### config.mk
export PLATFORM = sky130hd
export DESIGN_NAME = toggle_sched
export DESIGN_NICKNAME = d
export VERILOG_FILES = /design/src/rtl/toggle_sched.sv
export SDC_FILE = /design/constraint.sdc
export NUM_CORES = 1
export LEC_CHECK = 0
export ABC_AREA = 1
export BUFFER_PORTS_ARGS = -buffer_cell sky130_fd_sc_hd__buf_2
export CAP_MARGIN = 0
export CORE_MARGIN = 5
export CORE_UTILIZATION = 40
export CTS_CLUSTER_DIAMETER = 80
export DETAILED_ROUTE_END_ITERATION = 8
export SKIP_CTS_REPAIR_TIMING = 1
export SYNTH_ARGS = -nofsm -noshare
export SYNTH_HDL_FRONTEND = slang
export SYNTH_SLANG_ARGS = --single-unit
### constraint.sdc
create_clock -name clk -period 1.6 [get_ports clk]
set_input_delay 0.32 -clock clk [delete_from_list [all_inputs] [get_ports clk]]
set_output_delay 0.32 -clock clk [all_outputs]
set_load 0.005 [all_outputs]
### src/rtl/toggle_sched.sv
// Tick-enable scheduler for a bank of T-flop state bits.
// A prescaler issues one-cycle ticks that apply a mode-selected toggle pattern.
module toggle_sched #(
    parameter int N  = 4,
    parameter int PW = 25,
    parameter int BW = 8
) (
    input  logic          clk,
    input  logic          rst,
    input  logic          start,
    input  logic          stop,
    input  logic [1:0]    mode,
    input  logic [PW-1:0] period,
    input  logic [BW-1:0] burst,
    output logic [N-1:0]  q,
    output logic [N-1:0]  qb,
    output logic [N-1:0]  t_vec,
    output logic          tick,
    output logic          busy,
    output logic          done
);

    localparam int PTRW = (N > 1) ? $clog2(N) : 1;

    localparam logic [0:0] IDLE = 1'b0;
    localparam logic [0:0] RUN  = 1'b1;

    localparam logic [1:0] M_ALL  = 2'd0;
    localparam logic [1:0] M_CNT  = 2'd1;
    localparam logic [1:0] M_WALK = 2'd2;
    localparam logic [1:0] M_ONES = 2'd3;

    logic [0:0]      state;
    logic [PW-1:0]   pc;
    logic [BW-1:0]   tc;
    logic [BW-1:0]   tc_nxt;
    logic [PTRW-1:0] ptr;
    logic [PTRW-1:0] ptr_nxt;
    logic [1:0]      mode_l;
    logic [PW-1:0]   period_l;
    logic [BW-1:0]   burst_l;
    logic [N-1:0]    t;
    logic [N-1:0]    one_hot;
    logic            at_tick;
    logic            last_tick;

    assign qb        = ~q;
    assign busy      = (state == RUN);
    assign tc_nxt    = tc + 1'b1;
    assign at_tick   = (pc == period_l);
    assign last_tick = (burst_l != '0) && (tc_nxt == burst_l);
    assign ptr_nxt   = (ptr == PTRW'(N - 1)) ? '0 : ptr + 1'b1;
    assign one_hot   = {{(N-1){1'b0}}, 1'b1} << ptr;

    // Toggle pattern for the next tick, always derived from the current q.
    always_comb begin
        t = '0;
        case (mode_l)
            M_ALL: t = '1;
            M_CNT: begin
                t[0] = 1'b1;
                for (int i = 1; i < N; i++) begin
                    t[i] = t[i-1] & q[i-1];
                end
            end
            M_WALK: t = one_hot;
            M_ONES: t = ~q;
            default: t = '0;
        endcase
    end

    always_ff @(posedge clk) begin
        if (rst) begin
            state    <= IDLE;
            q        <= '0;
            t_vec    <= '0;
            tick     <= 1'b0;
            done     <= 1'b0;
            pc       <= '0;
            tc       <= '0;
            ptr      <= '0;
            mode_l   <= '0;
            period_l <= '0;
            burst_l  <= '0;
        end else begin
            tick  <= 1'b0;
            t_vec <= '0;
            done  <= 1'b0;
            case (state)
                IDLE: begin
                    if (start && !stop) begin
                        state    <= RUN;
                        mode_l   <= mode;
                        period_l <= period;
                        burst_l  <= burst;
                        pc       <= '0;
                        tc       <= '0;
                        ptr      <= '0;
                    end
                end
                RUN: begin
                    if (stop) begin
                        state <= IDLE;
                    end else if (at_tick) begin
                        pc    <= '0;
                        tick  <= 1'b1;
                        t_vec <= t;
                        // XOR with ~q yields all ones, covering preset mode.
                        q     <= q ^ t;
                        tc    <= tc_nxt;
                        if (mode_l == M_WALK) begin
                            ptr <= ptr_nxt;
                        end
                        if (last_tick) begin
                            state <= IDLE;
                            done  <= 1'b1;
                        end
                    end else begin
                        pc <= pc + 1'b1;
                    end
                end
                default: state <= IDLE;
            endcase
        end
    end

endmodule

==> results.md <==
* WL/cell at 11.9 µm
* Int Pwr at 3120 µW
* Highest-count cells in the layout ignoring fill and taps: nand2_1 (90), buf_4 (68), nor2_1 (66)
* Clock network power share at 37.7%
* Cts bufs inserted at 9
* Outcome: finished with violations
* Drt pass-1 iters at 4
* DRC violations left at 0
* Global-route wire length before repair at 16000 µm
* Area share of the largest cell type after synthesis at 40.3%
* RSZ-0062 raised after global routing: yes
* Hold Vio Cnt, Final at 0
* Setup ws final at -0.0177 ns
* Synth top area cells: dfxtp_1 (40%), nand2_1 (9.5%), nor2_1 (7.4%), o21ai_0 (5.7%), inv_1 (5.4%)
* Worst hold path class: input port to flop
* Synthesized Nets at 604
* Cell area after synthesis at 0.00402 mm²
* H-tree levels at 3
* Slew headroom at 70.8%
* Clock skew at 0.0120 ns
* Leak at 0.00236 µW
* Die Height at 110 µm
* Clk_lat worst skew at 0.35 ns
* Nets@finish at 724
* Iteration-0 DRC count of the detailed router at 147
* Sw Share at 26.3%
* Mean number of vias per cell at 4.74
* P&R area growth vs syn at 34.9%
* Ys Warns at 0
* Total GRT Usage at 16.4%
* Final critical-path share of the clock period at 101%
* Ports at 54
* Reg2reg path depth at 11
* Final setup vio count at 2
* Filler-free cell count of the finished design at 817
* Peak VDD IR at 0.000447 V
* Failing checks: setup timing
* Cells after DPL at 797
* Combinational power share at 12.0%
* Filler cells at 959
* Final Max Slew Viols at 0
* Total power at 4230 µW
* Worst setup EP type: flop
* Row count at 36
* Pin count of the biggest net entering global routing at 48
* Syn Area/Cell at 7.19 µm²
* Slew at the pin with the worst max-slew slack at 0.437 ns
* Initial antenna violation count at 0
* Reg area at 0.00165 mm²
* Root Buffer: clkbuf_8
* Hold path depth at 3
* GPL Wtd Cong at 0.853
* Post-layout min period at 1.62 ns
* Core area at 0.00977 mm²
* PwrDens at 780 mW/mm²
* Bufs on Longest Clock Path at 2
* Crit path max fanout at 4
* NetSw at 1110 µW
* Synth unique cells at 37
* TritonCTS clock tree: yes
* Die Footprint at 0.0122 mm²
* Leading area contributor after synthesis: dfxtp_1
* CP max stage cell: dfxtp_2
* FMAX at 618 MHz
* Multi-input logic area at 0.00230 mm²
* CP Data Arrival Time at 1.89 ns
* Startpoint types: flop
* Routed WL at 9710 µm
* Vias in the first global route at 3667
* #FFs+latches synth at 81
* Most common cell after layout, fill and taps aside: nand2_1
* Layout cells sized above 1 at 35.7%
* Register area share after synthesis at 40.3%
* Clk slew on worst S/H paths at 0.08 ns
* Max-cap violations at 0
* Global route overflow at 0
* IO buf count at 53
* Sink Count at 81
* Sequential share of power at 50.3%
* Slowest stage delay, CP at 0.35 ns
* Die Wd at 110 µm
* Setup CP Type: flop to flop
* Placed wire-length estimate at 7280 µm
* Via Count at 3869
* Initial Util at 41.1%
* Cell count after synthesis at 559
* Worst endpoint required time at 1.87 ns
* CP Cell Sequence: inv_2 > nand2_1 > nand2_1 > nor2_2 > nand3_2 > nor2_4 > nand3_4 > buf_4 > nor2_4 > nand3_1 > a21oi_1
* Ant diodes at 0
* Post-route ant nets at 0
[kinds of logic (layout without fill, tap and decap cells)]
family                     count (synthesis)  count (layout)  synth area share, %
and+or+nand+nor                          258             259                 29.7
adders and majority gates                  6               6                 1.87
xor gates and xnor gates                  36              36                 7.84
AOI/OAI and AO/OA                         92              92                 11.9
DFF                                       81              81                 40.3
buffers and inverters                     86             210                 8.43
[synth_stat cells]
master,number
o21ai_1,5
clkbuf_2,1
inv_1,58
nand2_4,2
nor3_1,8
nor2_8,1
nor2_2,2
ha_1,6
a21oi_1,34
o21ai_0,46
nand4_1,10
nor2_1,79
nor4_2,1
nand2_1,102
nor2_4,1
nor4_1,3
nor3_2,1
xor2_1,22
o211ai_1,4
nand3_4,1
buf_6,2
a31oi_1,1
dfxtp_1,81
nor3b_2,3
or2_2,1
inv_2,12
nand3b_1,1
a21o_1,1
nand2_2,3
and3_1,1
o21ai_2,1
nor3_4,1
nor3b_1,1
clkbuf_1,13
xnor2_1,14
nand3_2,1
nand3_1,35
[state kept, by name, summed over array words and instances (netlist names)]
signal / flops
ptr: 2
q: 4
pc: 25
period_l: 25
burst_l: 8
done: 1
mode_l: 2
tick: 1
tc: 8
t_vec: 4
busy: 1
[path summary, 6_finish.rpt]
path              slack, ns          from      endpoint
hold / removal         0.20     period[7]   period_l[7]
setup / recovery      -0.02        pc[19]          q[1]
hold reg to reg        0.47  period_l[10]  period_l[10]
setup reg to reg      -0.02        pc[19]          q[1]
[cell type report]
class / instances / share of cell area, %
well taps: 133 / 3.07
multi-input cells: 393 / 42.4
clock buffers: 11 / 2.79
clock inverters: 5 / 1.15
repair buffers: 124 / 15.2
inverters: 70 / 4.84
flip-flops and latches: 81 / 30.5
[metrics by stage]
step / utilization (%) / area (µm²) / setup slack, ns / hold WS, ns / setup TNS (ns)
6_report: 55.5 / 5420 / -0.0177 / 0.196 / -0.0246
5_1_grt: 55.5 / 5420 / -0.122 / 0.187 / -3.03
4_1_cts: 52.4 / 5130 / -0.195 / 0.187 / -5.63
3_5_place_dp: 50.3 / 4910 / -0.158 / 0.460 / -5.00
3_3_place_gp: 50.3 / 4910 / -0.132 / 0.451 / -3.53
2_1_floorplan: - / 4020 / 0.0720 / 0.444 / 0
[metal layers]
metal | vias up | wire length (µm) | track usage (%)
met5 | - | 0 | 0
met4 | 0 | 59 | 3.78
met3 | 5 | 283 | 3.67
met2 | 42 | 4920 | 28.6
met1 | 1792 | 4450 | 20.6
li1 | 2030 | - | -
[power by group through the flow]
stage	Sequential (µW)	Clock [µW]	Combinational [µW]
global placement	2170	0	449
detailed placement	2170	0	457
global route	2140	1730	574
finish	2130	1600	508
floorplan	2160	0	291
CTS	2130	1630	460
[worst max-delay path, delay by kind of cell, from the launching register on]
family / cells / cell delay (ns)
simple gates: 8 / 0.83
flops: 1 / 0.35
buf+inv: 2 / 0.22
compound gates: 1 / 0.14
(Power assumes the default switching activity.)
